File: src/rtl/effect_sequencer.sv
// ============================================================================
// effect_sequencer - four-slot light / sound / movement effect sequencer
// Revision: 1.0
// ============================================================================
`default_nettype none

module effect_sequencer #(
  parameter int DWELL_W     = 8,
  parameter int SND_TIMEOUT = 255
) (
  input  logic               clk,
  input  logic               rst,
  input  logic               start,
  input  logic               stop,
  input  logic               loop,
  input  logic               prog_we,
  input  logic [1:0]         prog_addr,
  input  logic [3:0]         prog_data,
  input  logic [DWELL_W-1:0] dwell,
  input  logic               snd_done,
  output logic               busy,
  output logic [1:0]         slot,
  output logic [1:0]         color,
  output logic               color_valid,
  output logic               snd_req,
  output logic [1:0]         snd_code,
  output logic [2:0]         move_en,
  output logic               err
);

  localparam int TO_W = $clog2(SND_TIMEOUT + 1);

  typedef enum logic [1:0] {
    IDLE     = 2'd0,
    FETCH    = 2'd1,
    DWELL    = 2'd2,
    SND_WAIT = 2'd3
  } state_t;

  state_t             state, state_nxt;
  logic [3:0]         prog [4];
  logic [DWELL_W-1:0] dwell_cnt;
  logic [TO_W-1:0]    to_cnt;
  logic [3:0]         op;
  logic               dwell_last;
  logic               to_last;
  logic               abort;

  assign op         = prog[slot];
  assign dwell_last = (dwell_cnt == '0);
  assign to_last    = (to_cnt == TO_W'(SND_TIMEOUT - 1));
  assign abort      = (state != IDLE) && stop;
  assign busy       = (state != IDLE);

  always_ff @(posedge clk or posedge rst) begin
    if (rst) state <= IDLE;
    else     state <= state_nxt;
  end

  always_comb begin
    state_nxt = state;
    case (state)
      IDLE:     if (start && !stop) state_nxt = FETCH;
      FETCH: begin
        case (op)
          4'b0001:                   state_nxt = IDLE;
          4'b1000, 4'b1001, 4'b1010: state_nxt = SND_WAIT;
          default:                   state_nxt = DWELL;
        endcase
      end
      SND_WAIT: if (snd_done || to_last) state_nxt = DWELL;
      DWELL: begin
        if (dwell_last) state_nxt = (slot == 2'd3 && !loop) ? IDLE : FETCH;
      end
      default:  state_nxt = IDLE;
    endcase
    // stop overrides every transition out of a running state
    if (abort) state_nxt = IDLE;
  end

  always_ff @(posedge clk or posedge rst) begin
    if (rst) begin
      for (int i = 0; i < 4; i++) prog[i] <= '0;
      slot        <= '0;
      color       <= '0;
      color_valid <= 1'b0;
      snd_req     <= 1'b0;
      snd_code    <= '0;
      move_en     <= '0;
      err         <= 1'b0;
      dwell_cnt   <= '0;
      to_cnt      <= '0;
    end else begin
      if (abort) begin
        snd_req <= 1'b0;
        move_en <= '0;
      end else begin
        case (state)
          IDLE: if (start && !stop) slot <= '0;
          FETCH: begin
            dwell_cnt <= dwell;
            case (op)
              4'b0000: ;
              4'b0001: begin
                color_valid <= 1'b0;
                move_en     <= '0;
                slot        <= '0;
              end
              4'b0100, 4'b0101, 4'b0110: begin
                color       <= op[1:0];
                color_valid <= 1'b1;
              end
              4'b1000, 4'b1001, 4'b1010: begin
                snd_code <= op[1:0];
                snd_req  <= 1'b1;
                to_cnt   <= '0;
              end
              4'b1100, 4'b1101, 4'b1110: move_en <= 3'b001 << op[1:0];
              default: err <= 1'b1;
            endcase
          end
          SND_WAIT: begin
            if (snd_done) begin
              snd_req <= 1'b0;
            end else if (to_last) begin
              snd_req <= 1'b0;
              err     <= 1'b1;
            end else begin
              to_cnt <= to_cnt + TO_W'(1);
            end
          end
          DWELL: begin
            if (dwell_last) begin
              move_en <= '0;
              slot    <= slot + 2'd1;
            end else begin
              dwell_cnt <= dwell_cnt - DWELL_W'(1);
            end
          end
          default: ;
        endcase
      end

      if (prog_we) begin
        if (state == IDLE) prog[prog_addr] <= prog_data;
        else               err             <= 1'b1;
      end
    end
  end

endmodule

`default_nettype wire
File: config.mk
export PLATFORM = sky130hd
export DESIGN_NAME = effect_sequencer
export DESIGN_NICKNAME = d
export VERILOG_FILES = /design/src/rtl/effect_sequencer.sv
export SDC_FILE = /design/constraint.sdc
export NUM_CORES = 1
export LEC_CHECK = 0
export BUFFER_PORTS_ARGS = -buffer_cell sky130_fd_sc_hd__buf_2
export CAP_MARGIN = 15
export CORE_MARGIN = 1
export CORE_UTILIZATION = 45
export CTS_CLUSTER_DIAMETER = 100
export CTS_CLUSTER_SIZE = 20
export DETAILED_ROUTE_END_ITERATION = 8
export SLEW_MARGIN = 20
export SYNTH_ARGS = -nofsm -noshare
export SYNTH_HDL_FRONTEND = slang
export SYNTH_SLANG_ARGS = --single-unit
File: constraint.sdc
create_clock -name clk -period 5.8 [get_ports clk]
set_input_delay 0.29 -clock clk [delete_from_list [all_inputs] [get_ports clk]]
set_output_delay 0.29 -clock clk [all_outputs]
set_load 0.1 [all_outputs]
# After elaboration in Yosys (flattened, before gate mapping)
# Index checks and enable logic that the tools add are counted.
# word_totals
regBits	46
inputBits	21
output_inout_bits	13
wordCells	123
# classes
addsub	3
magnitude_cmp	3
n_eq_ne	28
shifts	1
n_mux	40
bitwise_logic	3
reduce_logical	31
# op_table
op	n
two-way mux 8 bit	4
case mux 8 bit (2 select lines)	2
== test 4 bit, second input constant	6
AND reduction 3 bit	7
bitwise mux 16 bit	1
two-way mux 2 bit	7
!= test 2 bit, second input constant	7
== test 4 x 3 -> 1 bit, second input constant	3
two-way mux 4 bit	3
!= test 3 bit, second input constant	4
case mux 3 bit (2 select lines)	2
two-way mux 1 bit	11
OR reduction 11 bit	1
AND reduction 5 bit	2
nonzero test 3 bit	3
OR reduction 3 bit	3
adder 8 x 1 -> 8 bit, second input constant	1
binary-select mux 4 bit (select 2 bit)	1
demux 4 bit (select 2 bit)	1
== test 8 bit, second input constant	1
logical NOT 8 bit	1
case mux 2 bit (4 select lines)	1
nonzero test 2 bit	4
subtractor 8 x 1 -> 8 bit, second input constant	1
21 further kinds	32

# Depth between registers and ports, before layout
# logic_depth
depth_word	11
ltp_mapped	7

# Worst setup path before layout
# OpenSTA, ideal clock, no wires.
# synth_timing
kind	register to register
from	register slot[0]
to	register slot[1]
setup_time_ns	0.136
arrival_ns	2.727
path_slack_ns	2.938
path_stages_with_launch	6
n_path_buf	1
synth_period_minus_slack_ns	2.862
path_cell_list	dfrtp_1 buf_6 mux4_2 or4b_4 a2111oi_4 o22ai_1
# synth_between
elab_chain_len	7
elab_cells_between_ends	10
# synth_lines
element	line	text
start: declaration	22	output logic [1:0] slot,
start signal: assignment	135	slot <= slot + 2'd1;
NOT 2 -> 3 bit (implied by the code)	49	assign op = prog[slot];
binary-select mux 4 bit (select 2 bit)	49	
two-way mux 4 bit (implied by the code) (2 in series)	49	
== test 4 x 1 -> 1 bit	102	case (op)
!= test 2 bit (no source line)	-	
AND reduction 5 bit (no source line)	-	
# Several ways; a longest one is shown, not always the timed one. The select of a mux whose other input is x is not followed.
# A chain may end at the register's enable or synchronous reset.

# Worst setup path in the final report
# layout_timing
from	register state[1]
to	register dwell_cnt[1]
# layout_between
elab_chain_len	4
elab_cells_between_ends	9
# layout_lines
element	line	text
start: declaration	40	state_t state, state_nxt;
start signal: assignment	57	else state <= state_nxt;
parallel branches: the longest is 4 deep, another holds AND reduction 3 bit	-	
end signal: assignment	101	dwell_cnt <= dwell;
end signal: assignment	137	dwell_cnt <= dwell_cnt - DWELL_W'(1);
end: declaration	42	logic [DWELL_W-1:0] dwell_cnt;
# Several ways; the timed one is not identified.

==> flow_metrics.tcl <==
set metrics [dict create \
    status "completed" \
    start_kind "register" \
    globalplace.congestion 0.8281 \
    die_x_um 77.26 \
    setup_violations 0 \
    cts_sinks 46 \
    post-route-period-util_pct 45.99 \
    post-cts-setup-buffer-count 0 \
    drive_gt1_share_pct 25.99 \
    drt_iter0_markers 115 \
    syn_avg_cell_area_um2 10.36 \
    path_buf_inv 0 \
    critPathMaxFanout 13 \
    area_growth_pct 11.98 \
    final_common_cell "dfrtp_1" \
    setup_tns_ns 0 \
    grt_max_degree 47 \
    clk_pin_slew_ns 0.09 \
    vias 2034 \
    slew_headroom_pct 38.01 \
    place_area_um2 2761 \
    hp-class "primary input to asynchronous set/reset pin" \
    yosys_warnings 0 \
    viasPerCell 5.828 \
    cts_tree "yes" \
    ir_drop_mv 0.2045 \
    finalCriticalPeriod_ns 2.668 \
    synth_top_area_share_pct 45.16 \
    critPathRequiredTime_ns 6.02 \
    netlist-cell-type-count 52 \
    drt_pass1_iterations 4 \
    synthArstFlopShare_pct 100.0 \
    final_hold_viol_count 0 \
    leakage_nw 1.194 \
    skew_ns 0.009019 \
    wl_um 5593 \
    ys_ff_latch 46 \
    maxSlewViolCount 0 \
    dpl.hpwl_um 3966 \
    dieArea_um2 5968 \
    grt_pass1_wl_um 9439 \
    ios 34 \
    antenna_cells 0 \
    post_cts_resized 0 \
    cts_inserted_buffers 5 \
    dp.cells 341 \
    ys.flop_type "dfrtp_1" \
    synth_area_leaders "dfrtp_1, mux2_2, mux4_2, nand2_1, ha_1" \
    globalRouteOverflowTotal 0 \
    start_util_pct 46.57 \
    core_um2 5473 \
    rsz0062_at_grt "false" \
    clock_path_buffers 2 \
    grt_pass1_vias 1928 \
    route.antenna.remaining_nets 0 \
    syn_inst 246 \
    synth_nets 272 \
    slowest_stage "a21oi_1" \
    crit_chain "nor2b_1, o21ai_1, a21oi_1, mux2i_1" \
    ys_seq_area_share_pct 45.16 \
    num-nets-final 302 \
    syn_area_um2 2549 \
    hold_buffers 0 \
    fmax_ghz 0.3749 \
    rows 27 \
    antenna_found_initial 0 \
    cp-end-kind "register" \
    drv_cap 0 \
    htreeDepth 2 \
    worstSkewPairLatency_ns 0.30 \
    arrival_ns 2.89 \
    worstSetupPathType "register to register" \
    fin_area_um2 2854 \
    p_per_area_nw_per_um2 415.5 \
    die_h_um 77.26 \
    synth_area_leader_cell "dfrtp_1" \
    cpPeakStageDelay_ns 0.74 \
    io_buffers 33 \
    worstMarginPinSlew_ns 0.9182 \
    drc 0 \
    fin_cells 349 \
    wl_per_cell_um 16.03 \
    grtUsageTotal_pct 19.85 \
    layout_common_cells "dfrtp_1, buf_2, nand2_1, mux2_2" \
    synth-edff-count 0 \
    cp_top_family "compound AO/OA/AOI/OAI gates" \
    clockRootBuffer "clkbuf_8" \
]
==> registers in the layout, indices dropped and copies added, names as in the netlist <==
register and count:
to_cnt 8, err 1, slot 2, move_en 3, snd_code 2, snd_req 1, dwell_cnt 8, color 2
prog 16, state 2, color_valid 1
==> metal layers <==
metal  routed length, um  global-route usage, %  vias to the layer above
met5                   0                      0                        -
met3                 225                  3.929                        4
met2                2664                  31.68                       42
li1                    -                      -                      985
met1                2661                  27.67                     1003
met4                  41                  4.528                        0
==> kinds of logic after synthesis <==
group	after synthesis	synth area share, %
muxes	23	11.88
buffers and inverters	25	4.026
DFF	46	45.16
and+or+nand+nor	84	18.26
xor gates and xnor gates	2	0.6874
AOI/OAI and AO/OA	61	17.53
adders and majority gates	5	2.455
==> path summary, 6_finish.rpt <==
| check | cells past startpoint | from | end | slack, ns |
|---|---|---|---|---|
| setup / recovery | 4 | state[1] | dwell_cnt[1] | 3.13 |
| hold / removal | 2 | rst | color[1] | 0.10 |
| setup reg to reg | 4 | state[1] | dwell_cnt[1] | 3.13 |
| hold reg to reg | 2 | err | err | 0.49 |
| max in group asynchronous | 2 | rst | dwell_cnt[1] | 5.20 |
| min in group clk | 2 | prog_data[2] | prog[14] | 0.27 |
==> area by class of cell <==
cell class	count	area [um^2]
clock buffer	7	86.33
clock inverter	1	5.005
fill	535	2619
inverter	14	53.80
multi-input combinational	175	1295
sequential	46	1151
tap	72	90.09
timing repair buffer	34	172.7
==> through the flow <==
stage	setup WS (ns)	power (W)	utilization, %	hold slack [ns]
finish	3.132	0.001186	52.15	0.1037
global route	2.864	0.001251	52.15	0.1847
CTS	3.183	0.001193	52.13	0.2488
detailed placement	3.215	0.0009855	50.46	0.4623
global placement	3.268	0.0009799	50.46	0.4795
floorplan	2.938	0.0008845	-	0.4326
==> Yosys cell counts, drive strengths merged, types with 2 or more instances <==
library cell	number
a211oi	5
a21oi	11
a221oi	2
a22o	2
a2bb2oi	6
a31oi	5
buf	4
clkbuf	7
dfrtp	46
ha	5
inv	14
mux2	18
mux4	4
nand2	22
nand2b	4
nand3	5
nand3b	2
nand4	6
nand4b	4
nor2	13
nor2b	2
nor3	7
nor3b	3
o211ai	2
o21ai	10
o21ba	2
o22ai	2
o31ai	5
o32ai	2
or3	5
or4	3
or4b	2
==> report_power, final <==
group / switching, W / total, W / internal (W)
Combinational: 0.000330 / 0.000487 / 0.000157
Sequential: 0.0000770 / 0.000492 / 0.000415
Clock: 0.000111 / 0.000207 / 0.0000964
(Power assumes the default switching activity.)
